**config.mk**
```make
export PLATFORM = sky130hd
export DESIGN_NAME = hazard_scoreboard
export DESIGN_NICKNAME = d
export VERILOG_FILES = /design/src/rtl/hazard_scoreboard.sv
export SDC_FILE = /design/constraint.sdc
export NUM_CORES = 1
export LEC_CHECK = 0
export CAP_MARGIN = 15
export CORE_MARGIN = 5
export CORE_UTILIZATION = 30
export CTS_CLUSTER_DIAMETER = 50
export DETAILED_ROUTE_END_ITERATION = 8
export MAX_ROUTING_LAYER = met4
export PLACE_DENSITY = 0.57
export SETUP_SLACK_MARGIN = 0.02
export SLEW_MARGIN = 15
export SYNTH_ARGS = -nofsm -noshare
export SYNTH_HDL_FRONTEND = slang
export SYNTH_SLANG_ARGS = --single-unit
```
**constraint.sdc**
```tcl
create_clock -name clk -period 4.3 [get_ports clk]
set_input_delay 0.43 -clock clk [delete_from_list [all_inputs] [get_ports clk]]
set_output_delay 0.43 -clock clk [all_outputs]
set_load 0.005 [all_outputs]
```
**src/rtl/hazard_scoreboard.sv**
```systemverilog
// ============================================================================
// hazard_scoreboard
// ----------------------------------------------------------------------------
// Scoreboard hazard unit that sits beside the ID stage. It is the successor to
// the fixed load-use/branch detector.
//
// The unit tracks pending register writes from variable-latency operations
// (ALU, load, mul/div). It decides when the pipeline must stall IF/ID, insert
// a bubble into ID/EX, or flush on a taken branch. Operand forwarding itself
// stays in ForwardingUnit. This block only detects the cases that forwarding
// cannot cover yet.
//
// Every architectural register r has two pieces of state:
//   busy[r] : a write to r has issued and has not been retired by writeback
//   cnt[r]  : cycles left until the result can be forwarded (0 = forwardable)
//
// Ports
//   clk, rst          clock; synchronous active-high reset
//   id_valid          ID holds a valid instruction
//   rs1_id, rs2_id    ID source registers
//   rs1_used/rs2_used ID instruction reads rs1 / rs2
//   rd_id, we_id      ID destination register and its write enable
//   lat_id            cycles after issue until rd is forwardable
//   wb_valid, wb_rd   writeback retires wb_rd this cycle
//   branch_taken_ex   EX-stage branch/jump redirects the PC
//   mem_wait          data memory not ready; the whole pipeline freezes
//   stall_if          hold PC
//   stall_id          hold IF/ID register
//   flush_id          clear IF/ID register
//   flush_ex          insert bubble into ID/EX
//   stall_cycles      performance counter: cycles lost to RAW/WAW stalls
//   flush_count       performance counter: branch flushes taken
//
// Build option
//   HAZARD_PERF_CNT_EN : when defined, stall_cycles and flush_count are
//                        saturating counters. When it is undefined, both
//                        ports are tied to zero and no counter flops exist.
// ============================================================================
module hazard_scoreboard #(
    parameter int NUM_REGS = 32,
    parameter int REG_AW   = 5,
    parameter int MAX_LAT  = 7,
    parameter int CNT_W    = 32
) (
    input  logic              clk,
    input  logic              rst,
    input  logic              id_valid,
    input  logic [REG_AW-1:0] rs1_id,
    input  logic [REG_AW-1:0] rs2_id,
    input  logic              rs1_used,
    input  logic              rs2_used,
    input  logic [REG_AW-1:0] rd_id,
    input  logic              we_id,
    input  logic [2:0]        lat_id,
    input  logic              wb_valid,
    input  logic [REG_AW-1:0] wb_rd,
    input  logic              branch_taken_ex,
    input  logic              mem_wait,
    output logic              stall_if,
    output logic              stall_id,
    output logic              flush_id,
    output logic              flush_ex,
    output logic [CNT_W-1:0]  stall_cycles,
    output logic [CNT_W-1:0]  flush_count
);

    // The state arrays cover the whole address space, so any rs/rd value can
    // be used as an index directly. Entries at or above NUM_REGS, and entry
    // 0, are held at zero. As a result, they never report a hazard.
    localparam int NREG_ALL = 1 << REG_AW;
    localparam int CW       = (MAX_LAT < 1) ? 1 : $clog2(MAX_LAT + 1);

    logic [NREG_ALL-1:0] busy_q;
    logic [NREG_ALL-1:0] busy_d;
    logic [CW-1:0]       cnt_q [NREG_ALL];
    logic [CW-1:0]       cnt_d [NREG_ALL];

    logic [CW-1:0] lat_c;
    logic          src1_pending;
    logic          src2_pending;
    logic          raw;
    logic          waw;
    logic          hz;
    logic          issue;
    logic          retire;

    // A latency request above MAX_LAT is clamped, because the counters are
    // only wide enough for MAX_LAT.
    always_comb begin
        lat_c = CW'(lat_id);
        if (32'(lat_id) > 32'(MAX_LAT)) begin
            lat_c = CW'(MAX_LAT);
        end
    end

    // RAW: a source operand is still in flight and cannot be forwarded yet.
    // WAW: the ID instruction would become forwardable before an older write
    // to the same register. If the ID instruction issued, the older write
    // would land last and overwrite it, so it must wait.
    always_comb begin
        src1_pending = rs1_used & (rs1_id != '0) & busy_q[rs1_id] & (cnt_q[rs1_id] != '0);
        src2_pending = rs2_used & (rs2_id != '0) & busy_q[rs2_id] & (cnt_q[rs2_id] != '0);
        raw          = id_valid & (src1_pending | src2_pending);
        waw          = id_valid & we_id & (rd_id != '0) & busy_q[rd_id] & (cnt_q[rd_id] > lat_c);
        hz           = raw | waw;
        issue        = ~mem_wait & ~branch_taken_ex & ~hz & id_valid & we_id & (rd_id != '0);
        retire       = wb_valid & (wb_rd != '0);
    end

    // Pipeline control. A memory wait freezes everything and outranks the
    // other cases. Next in priority, a taken branch squashes both the IF/ID
    // and ID/EX contents. Last, a scoreboard hazard holds the front end and
    // sends a bubble down the pipe.
    always_comb begin
        stall_if = 1'b0;
        stall_id = 1'b0;
        flush_id = 1'b0;
        flush_ex = 1'b0;
        if (mem_wait) begin
            stall_if = 1'b1;
            stall_id = 1'b1;
        end else if (branch_taken_ex) begin
            flush_id = 1'b1;
            flush_ex = 1'b1;
        end else if (hz) begin
            stall_if = 1'b1;
            stall_id = 1'b1;
            flush_ex = 1'b1;
        end
    end

    // Next scoreboard state for each register. Countdown stops while memory
    // is stalled, because the producing instruction is frozen as well. A
    // retirement still clears busy during a memory stall. When a new issue
    // and a retirement target the same register in the same cycle, the new
    // issue is applied last so that it wins. Busy stays set after cnt reaches
    // zero. In that state the value is forwardable, and the register stays
    // busy until writeback clears it.
    always_comb begin
        for (int r = 0; r < NREG_ALL; r++) begin
            busy_d[r] = busy_q[r];
            cnt_d[r]  = cnt_q[r];
            if (!mem_wait && (cnt_q[r] != '0)) begin
                cnt_d[r] = cnt_q[r] - CW'(1);
            end
            if (retire && (wb_rd == REG_AW'(r))) begin
                busy_d[r] = 1'b0;
            end
            if (issue && (rd_id == REG_AW'(r))) begin
                busy_d[r] = 1'b1;
                cnt_d[r]  = lat_c;
            end
            if ((r == 0) || (r >= NUM_REGS)) begin
                busy_d[r] = 1'b0;
                cnt_d[r]  = '0;
            end
        end
    end

    // Scoreboard state register.
    always_ff @(posedge clk) begin
        if (rst) begin
            busy_q <= '0;
            for (int r = 0; r < NREG_ALL; r++) begin
                cnt_q[r] <= '0;
            end
        end else begin
            busy_q <= busy_d;
            for (int r = 0; r < NREG_ALL; r++) begin
                cnt_q[r] <= cnt_d[r];
            end
        end
    end

`ifdef HAZARD_PERF_CNT_EN
    logic [CNT_W-1:0] stall_q;
    logic [CNT_W-1:0] flush_q;
    logic             count_stall;
    logic             count_flush;

    // A cycle is counted only when it is actually lost to the event being
    // counted. A hazard cycle that is hidden by a memory wait or by a branch
    // flush is not counted as a stall cycle.
    always_comb begin
        count_stall = hz & ~mem_wait & ~branch_taken_ex;
        count_flush = branch_taken_ex & ~mem_wait;
    end

    // Saturating performance counters. Once a counter reaches all-ones it
    // stays there, so it never wraps back to a small value.
    always_ff @(posedge clk) begin
        if (rst) begin
            stall_q <= '0;
            flush_q <= '0;
        end else begin
            if (count_stall && (stall_q != '1)) begin
                stall_q <= stall_q + CNT_W'(1);
            end
            if (count_flush && (flush_q != '1)) begin
                flush_q <= flush_q + CNT_W'(1);
            end
        end
    end

    assign stall_cycles = stall_q;
    assign flush_count  = flush_q;
`else
    assign stall_cycles = '0;
    assign flush_count  = '0;
`endif

endmodule

```
After elaboration in Yosys (flattened, before gate mapping)
Memories as Yosys holds them, arrays and structs flattened.
Cells that the tools add are included.
Widths: inputs -> output; s select.

word-level totals
  register bits after elaboration = 32
  memory bits (writable) = 96
  bits of input ports = 32
  output and inout port bits = 68
  word-level logic and storage cells = 518
  memories = 1

memory list
  memory  depth  width  rd ports  clocked after memory_dff  write ports  line  RTL
  cnt_q   32     3      34        0                         32           75    logic [CW-1:0] cnt_q [NREG_ALL];

operators by class
  add/subtract/negate cells = 31
  order comparisons = 4
  equal/unequal tests = 62
  mux-type cells = 172
  bitwise operators = 54
  reductions and logical operators = 162

operator list
  operator             number
  $mux 3               94
  $eq 5x5->1 const B   32
  $reduce_bool 3->1    33
  $logic_and 1x1->1    93
  $sub 3x1->3 const B  31
  $eq 5x4->1 const B   16
  $mux 1               75
  $reduce_bool 2->1    31
  $eq 5x3->1 const B   8
  $or 1x1->1           34
  $eq 5x2->1 const B   4
  $reduce_bool 5->1    4
  $lt 5x6->1 const B   3
  $and 1x1->1          17
  $bmux 1 s5           3
  $eq 5x1->1 const B   2
  $gt 3x3->1           1
  $not 1->1            3
  $logic_not 1->1      1

Logic depth before layout (Yosys ltp)
  depth in word-level cells = 15
  depth in mapped cells = 18
  gate-level depth less buffers = 15

Worst setup path after synthesis
Ideal clock, no wire load.

  kind = input port to output port
  from = in rd_id[0]
  to = out stall_if
  arrival time = 4,024 ps
  data required time = 3,870 ps
  slack = -154 ps
  cell stages on the path = 14
  buffers on the path = 5
  cell sequence = buf_2 -> buf_2 -> buf_1 -> mux4_2 -> mux4_2 -> a21oi_1 -> ha_1 -> a311oi_1 -> o311ai_0 -> a211oi_1 -> a311oi_4 -> buf_6 -> o21bai_1 -> buf_4

on the way
  word-level cells in the longest chain between the ends = 8

RTL lines
  what                                                  line  RTL
  start, declared                                       52    input logic [REG_AW-1:0] rd_id,
  branches (longest 3 deep; another with $mem_v2 32x3)  -
  $and 1x1->1 (*)                                       104   waw = id_valid & we_id & (rd_id != '0) & busy_q[rd_id] & (cnt_q[rd_id] > lat_c);
  $or 1x1->1 (*)                                        105   hz = raw | waw;
  $mux 1 (*) (3 in series)                              -
  end, declared                                         59    output logic stall_if,

Mark *: on every way between the ends. The select of a mux whose other input is x is not followed.

Final worst setup path
  from = in rd_id[0]
  to = out stall_if

on the way
  word-level cells in the longest chain between the ends = 8

RTL lines
  what                                                  line  RTL
  branches (longest 3 deep; another with $mem_v2 32x3)  -
  $and 1x1->1 (*)                                       104
  $or 1x1->1 (*)                                        105
  $mux 1 (*)                                            125   end else if (hz) begin
  $mux 1 (*)                                            122   end else if (branch_taken_ex) begin
  $mux 1 (*)                                            119   if (mem_wait) begin

Marks and branches as above.

==> qor_table.md <==
| Step | Item | Reported |
|---|---|---|
| final layout | Multi-input gate area | 6400 µm² |
| global route | Global-route congestion overflow total | 0 |
| yosys | Cell count after synthesis | 1069 |
| yosys | Cell area after synthesis | 9810 µm² |
| place | Final weighted congestion of routability-driven global placement | 0.936 |
| clock network | Number of clock sinks seen by CTS | 124 |
| yosys | EDFF count, synth | 0 |
| status | Result of the run | completed |
| sta | Headroom to the max-slew limit | 0.310 |
| final layout | Final core occ | 0.351 |
| critical path | Crit end category | output port |
| drt | Drt first pass iters | 5 |
| sta | Unrepaired setup endpoints after global routing | no |
| place | PortBufs | 35 |
| critical path | Signal arrival time at the worst endpoint | 3690 ps |
| sta | Setup slack after layout | 181 ps |
| sta | Worst Hold Slack | 508 ps |
| critical path | Crit path cell chain | buf_4, buf_12, mux4_2, mux4_2, nor2_1, nor2_1, ha_1, nor2b_1, o21ai_0, nand2b_1, o311ai_1, a211oi_2, a311oi_4, o21bai_1, dlygate4sd2_1 |
| sta | Final number of max-transition violations | 0 |
| power and ir drop | Final Power | 6.43 mW |
| sta | Worst Clk Skew | 13.0 ps |
| final layout | Final-layout fill cell count | 3243 |
| critical path | Number of buffers and inverters on the critical path | 3 |
| clock network | Htree depth | 4 |
| clock network | TritonCTS clock tree | yes |
| yosys | Number of distinct library cell variants in the gate-level netlist after synthesis | 73 |
| floorplanning | Die area | 36400 µm² |
| global route | Number of global-route vias before repair | 8005 |
| clock network | CTS Root Buffer Type | clkbuf_16 |
| power and ir drop | Power per cell area | 566 nW/µm² |
| sta | Sum of negative setup slack | 0 ps |
| sta | Share of the clock period used by the worst path | 0.958 |
| sta | Number of failing setup endpoints in the final timing report | 0 |
| final layout | Combined flip-flop and latch cell area | 2490 µm² |
| place | Dpl hpwl | 22400 µm |
| yosys | Sequential area share after synthesis | 0.253 |
| clock network | Clock Path Buffers | 2 |
| final layout | Layout cell share with drive strength beyond 1 | 0.181 |
| drt | Drt total wl | 30000 µm |
| sta | Peak Freq | 243 MHz |
| min path | Class of the most critical hold timing path | flop to flop |
| sta | Slew @ Worst Pin | 1040 ps |
| yosys | Synth Register Bits | 124 |
| yosys | Async set-or-reset flop fraction in the synthesized netlist | 0 |
| final layout | Most common cell after layout, fill and taps aside | nor2_1 |
| critical path | Largest fanout on the critical path | 10 |
| floorplanning | Site row count | 66 |
| place | Post-Place Cells | 1536 |
| critical path | Biggest cell delay along the critical path | 550 ps |
| drt | Average via count per standard cell | 5.25 |
| clock network | Number of hold buffers added after cts | 0 |
| sta | Final hold viol count | 0 |
| final layout | Layout Cells excl Fill | 1572 |
| place | Setup slack at placement | -75.6 ps |
| global route | Pin count of the biggest net entering global routing | 91 |
| global route | First-pass GRT wire length | 46300 µm |
| drt | WL/cell | 19.1 µm |
| final layout | Layout Cell Area excl Fill | 11400 µm² |
| power and ir drop | Lkg Pwr | 4.67 nW |
| floorplanning | CORE AREA | 32400 µm² |
| yosys | Per-instance average area after synthesis | 9.18 µm² |
| floorplanning | Width of the die | 191 µm |
| power and ir drop | Worst IR Drop VDD | 195 µV |
| drt | ANT nets after route | 0 |
| global route | Initial antenna violation count | 1 |
| clock network | Inserted Clock Buffers | 17 |
| floorplanning | Starting utilization of the core area | 0.303 |
| critical path | Worst setup path category | input port to output port |
| global route | Overall fraction of global-route tracks in use | 0.169 |
| yosys | Synth Flop Type | dfxtp_1 |
| final layout | # nets final | 1213 |
| final layout | Area growth from synthesis to layout | 15.9% |
| drt | Vias | 8260 |
| clock network | Clock latency at the later pin of the worst-skew pair | 430 ps |
| critical path | Dominant delay contributor by cell family on the critical path | multiplexers |
| critical path | Startpoint kind of the worst setup timing path | input port |
| clock network | Clock edge transition at the registers on the reported setup and hold paths | 60 ps |
| yosys | Number of warnings reported in the yosys synthesis log | 0 |
| drt | Number of DRC markers in iteration 0 | 602 |
| floorplanning | Vertical die dimension | 191 µm |
| floorplanning | # IOs | 100 |
| sta | Crit path time final | 4120 ps |
| critical path | Slowest cell on the critical path | mux4_2 |
| job | Number of violations of the max-capacitance limit | 0 |
| critical path | Required time reported for the critical path endpoint | 3870 ps |
| final layout | Most used cells in the layout excluding fill and tap cells | nor2_1, dfxtp_1, inv_1, mux2i_1, ha_1 |
| place | Cell area after placement | 10600 µm² |
| drt | DRC violation count after routing | 0 |
worst register-to-register path: stages, from the launching register on:
cell	delay [ps]
dfxtp_1	360
mux4_2	530
mux4_2	470
nor2_1	160
nor2_1	60
ha_1	300
nor2b_1	140
o21ai_0	140
nand2b_1	70
o311ai_1	80
a211oi_2	110
a311oi_4	380
buf_4	310
nand4b_1	230
buf_4	240
mux2i_1	110
sequential cells by signal, summed over array words and instances (netlist names):
signal	cells
busy_q	31
cnt_q	93
logic make-up after synthesis:
kind of cell / synth area share
buf+inv: 0.121
flops: 0.253
compound gates: 0.136
fa+ha+maj: 0.0829
other cells: 0.000382
xor+xnor: 0.0277
simple gates: 0.135
mux: 0.244
final timing paths:
kind	start	end	slack, ps	cells past startpoint
worst max-delay path	rd_id[0]	stall_if	180	15
worst min-delay path	busy_q[25]$_SDFFE_PP0P_	busy_q[25]$_SDFFE_PP0P_	510	2
worst max register to register	cnt_q[6][1]$_SDFFE_PP0P_	cnt_q[14][2]$_SDFFE_PP0P_	450	15
worst min register to register	busy_q[25]$_SDFFE_PP0P_	busy_q[25]$_SDFFE_PP0P_	510	2
per-layer routing:
layer	global-route usage	vias up	part of all wire
li1	-	3817	-
met4	0.0627	0	0.033
met1	0.214	3984	0.43
met5	-	-	0
met2	0.257	390	0.44
met3	0.0476	69	0.097
synth_stat cells (11+ instances only):
cell | count | area (µm²)
nor2_1 | 145 | 544
dfxtp_1 | 124 | 2480
inv_1 | 98 | 368
mux2i_1 | 70 | 701
buf_4 | 67 | 503
ha_1 | 65 | 813
a211o_1 | 62 | 543
mux4_2 | 51 | 1150
a21oi_1 | 41 | 205
mux2_2 | 37 | 417
o21ai_0 | 37 | 185
clkbuf_1 | 31 | 116
xnor2_1 | 31 | 272
nor3_1 | 29 | 145
nand3_1 | 27 | 135
nand2_1 | 13 | 48.8
nor2b_1 | 13 | 81.3
a211oi_1 | 12 | 90.1
nand2b_1 | 11 | 68.8
timing repair:
item,4_1_cts,5_1_grt
gates resized for setup,7,9
setup endpoints to repair,3,3
cloned,2,0
pin swaps,1,4
setup buffers,0,1
area by class of cell:
type	instances	share of cell area
multi-input cells	785	0.563
diodes	1	0.000220
well taps	442	0.0486
repair buffers	88	0.0775
clock buffers	21	0.0423
clock inverters	11	0.0165
inverters	100	0.0330
flip-flops and latches	124	0.219
report_power, final:
| group | total [mW] | switching, mW | internal [mW] |
|---|---|---|---|
| sequential | 1.97 | 0.453 | 1.52 |
| clock | 1.64 | 0.552 | 1.09 |
| combinational | 2.82 | 1.41 | 1.41 |
| total | 6.43 | 2.41 | 4.02 |
No activity file was read; power rests on OpenSTA's default activity.
==> patch 1, RTL diff (same flow settings) <==
Set the parameter `MAX_LAT` to 14 (it was 7).
--- a/src/rtl/hazard_scoreboard.sv
+++ b/src/rtl/hazard_scoreboard.sv
@@ -40,5 +40,5 @@
     parameter int NUM_REGS = 32,
     parameter int REG_AW   = 5,
-    parameter int MAX_LAT  = 7,
+    parameter int MAX_LAT  = 14,
     parameter int CNT_W    = 32
 ) (
Check against the original RTL: not settled (the Yosys comparison gave no result); the edit may change what the design does.
==> patch 1 against the original RTL <==
Area after synthesis up 21%; sequential cell count is 31 higher; power is 29% higher; register-to-register slack worse by 370 ps; setup slack lost 100 ps; largest cell class unchanged; design area up 22%; via count increased by 30%; wire length increased by 30%; critical path type is now flop to flop.
==> patch 1: results (changes against the original RTL) <==
status - completed
CTS Sinks - 155 (+25%)
DP Worst Slack - -265.3 ps (-189.7 ps)
Setup crit end kind - flop
Non-clock buffer share - 0.09657 (+0.01909)
Placed Instances - 1,955 (+27%)
multi-input combinational area share - 0.5676 (+0.004651)
Avg Synthesized Cell Area - 8.680 µm² (-5.4%)
Synth Area in Adders - 0.05813 (-0.02477)
vias in the first global route - 10,350 (+29%)
largest registers - cnt_q x124, busy_q x31
Routed WL - 38,940 µm (+30%)
Slew headroom - 0.3042 (-0.005465)
WL met2 - 18,510 µm (+40%)
met3 wire len - 2865 µm (-1.4%)
# fillers - 3,988 (+23%)
crit path capture - cnt_q[22][0]
Gate power share - 0.499 (+0.061)
Non-clk invs - 86 (-14%)
# resized after CTS - 12 (+5)
layout cell share with drive strength beyond 1 - 0.2041 (+0.02339)
Max FO, Critical Path - 18 (+8)
met3 Track Usage GR - 0.03779 (-0.009809)
Clock-cell share - 0.04153 (-0.01724)
Via density - 5.418 (+3.1%)
Clk Latency, worst-skew pair - 450 ps (+20 ps)
wl on met1 - 16,400 µm (+28%)
chip width - 208.7 µm (+9.3%)
Worst Reg-to-Reg Cells - 14 (-1)
synth cell count leaders - nor2_1, dfxtp_1, a21oi_1, inv_1, mux2i_1
first-pass GRT wire length - 60,050 µm (+30%)
Layout Skew - 17.07 ps (+4.033 ps)
Multi-input comb cells - 1,042 (+33%)
synth unique cells - 59 (-19%)
pin count of the biggest net entering global routing - 76 (-16%)
register area - 0.003114 mm² (+25%)
post-synthesis mux area share - 0.2288 (-0.01555)
Pleak - 5.504 nW (+18%)
[patch 1: changes by cell type in the layout (fill, tap and decap cells not counted), moves of 11 or more]
cell / unedited run / this run
inv_1: 98 / 84
a211o_1: 62 / 31
dfxtp_1: 119 / 148
xor2_1: 0 / 14
nand4_1: 2 / 39
mux2_2: 37 / 63
nor3b_1: 3 / 28
ha_1: 65 / 54
buf_4: 45 / 107
nor2_1: 144 / 155
nand2_1: 13 / 56
nor4_1: 8 / 40
a21oi_1: 40 / 102
[patch 1: worst min-delay path by stage]
stage / startpoint / end / slack (ps) / cells after the start
after floorplan: busy_q[3] / busy_q[3] / 470 / 2
after global placement: busy_q[12] / busy_q[12] / 490 / 2
after detailed placement: busy_q[12] / busy_q[12] / 490 / 2
after CTS: busy_q[12] / busy_q[12] / 500 / 2
after global routing: busy_q[27] / busy_q[27] / 540 / 2
final: busy_q[12] / busy_q[12] / 510 / 2
==> patch 2, RTL diff (same settings) <==
Without the edit above. The option `HAZARD_PERF_CNT_EN` is turned on by a define.
--- a/src/rtl/hazard_scoreboard.sv
+++ b/src/rtl/hazard_scoreboard.sv
@@ -37,4 +37,6 @@
 //                        ports are tied to zero and no counter flops exist.
 // ============================================================================
+`define HAZARD_PERF_CNT_EN
+
 module hazard_scoreboard #(
     parameter int NUM_REGS = 32,
Check against the original RTL: not equivalent (a bounded check fails within 4 cycles, from zero or initial values and one cycle with rst high).
==> patch 2 against the original RTL <==
Setup slack improved by 160 ps; first-iteration DRC count rose by 58%; critical path type unchanged; design area rose by 31%; sequential cell count rose by 64; area after synthesis rose by 24%; wire length rose by 31%; power rose by 12%; register-to-register slack got worse by 70 ps.
==> patch 2: results (changes against the original RTL) <==
synth unique cells - 71 (-2.7%)
delay-heaviest family, CP - simple AND/OR/NAND/NOR gates
cell area after placement - 0.01421 mm² (+34%)
synth warn - 0 (unchanged)
gpl congestion - 0.9416 (+0.59%)
worst slew pin tran - 1099 ps (+63.64 ps)
Non-Filler Instances - 2,103 (+34%)
CTS clock-pin slew for the worst setup and hold paths - 80 ps (+20 ps)
Post-synth ARST share - 0 (unchanged)
htree depth - 4 (unchanged)
Iteration-0 DRC Markers - 951 (+58%)
Critical Path Start - rs1_id[0]
cts bufs inserted - 17 (unchanged)
Detail Placement HPWL - 29,120 µm (+30%)
synth cell count leaders - nor2_1, dfxtp_1, a21oi_1, inv_1, mux2i_1
Synthesized Nets - 1,538
first-pass GRT wire length - 61,450 µm (+33%)
Sw Ratio - 0.3920 (+0.01692)
cells taking the most area after synthesis - dfxtp_1, nor2_1, mux4_2, ha_1, mux2i_1
status - completed
Max IR drop VDD - 0.3066 mV (+57%)
first drt pass iteration count - 5 (unchanged)
Worst Path Arrival - 3520 ps (-170 ps)
n_diodes - 0 (-1)
hold path start - stall_cycles[16]
GRT Util Overall - 0.1777 (+0.009040)
worst r2r src - cnt_q[19][1]
Clk Latency, worst-skew pair - 460 ps (+30 ps)
highest-delay cell along the critical path - clkdlybuf4s50_1
vias post-DR - 11,180 (+35%)
Pleak - 5.625 nW (+20%)
Final Core Density - 0.3721 (+0.02089)
Routed WL - 39,270 µm (+31%)
pin count of the biggest net entering global routing - 131 (+44%)
Max FO, Critical Path - 19 (+9)
worst hold-check path type - flop to flop
antenna violations before repair - 0 (-1)
# fillers - 4,058 (+25%)
Avg Synthesized Cell Area - 8.478 µm² (-7.6%)
Port Buf Inserts - 99 (+180%)
layout cell share with drive strength beyond 1 - 0.1356 (-0.04508)
DP Worst Slack - -56.83 ps (+18.77 ps)
Layout Skew - 13.18 ps (+0.1365 ps)
final net count - 1,664 (+37%)
sequential share of the synthesized area - 0.3085 (+0.05545)
-- patch 2: final cells by class --
class	count	area share
Timing Repair Buffer	183	0.1168
Inverter	115	0.02900
Clock inverter	14	0.01194
Tap cell	525	0.04413
Multi-Input combinational cell	1060	0.5160
Sequential cell	188	0.2533
Clock buffer	18	0.02883
-- patch 2: logic make-up (layout without fill, tap and decap cells) --
group | count (synthesis) | count (layout) | share of synthesized area
compound gates | 280 | 280 | 0.1445
xor+xnor | 63 | 63 | 0.04523
fa+ha+maj | 67 | 67 | 0.06871
buf+inv | 191 | 330 | 0.06338
flops | 188 | 188 | 0.3085
mux | 123 | 123 | 0.1507
simple gates | 527 | 527 | 0.2191
-- patch 2: tightest hold or removal path: cells and delay by family, from the launching register on --
family | cells | cell delay [ps]
compound gates | 2 | 130
flops | 1 | 340
-- patch 2: path summary, 6_finish.rpt --
check | to | slack, ps | cells after the start
hold / removal | stall_cycles[16] | 510 | 2
setup reg to reg | cnt_q[21][2] | 380 | 16
setup / recovery | stall_id | 350 | 12
hold reg to reg | stall_cycles[16] | 510 | 2
-- patch 2: metal layers --
layer  vias to the layer above  routed length [µm]  track usage
li1                       5362                   -            -
met1                      5387               17630       0.2335
met2                       371               17950       0.2774
met3                        57                2598      0.03631
met4                         0                1087      0.05331
met5                         -                   0            -
-- patch 2: timing repair --
item,in CTS,in global routing
pin swaps,1,1
gates resized for setup,4,14
setup endpoints to repair,3,3
gates cloned,0,0
setup buffers,0,2
-- patch 2: power by group through the flow --
stage          Combinational [mW]  Sequential (mW)  Clock, mW
2_1_floorplan                2.24             2.41          0
3_3_place_gp                 2.77             2.60          0
3_5_place_dp                 2.90             2.60          0
4_1_cts                      2.93             2.56       1.73
5_1_grt                      3.33             2.61       1.80
6_report                     2.91             2.58       1.70
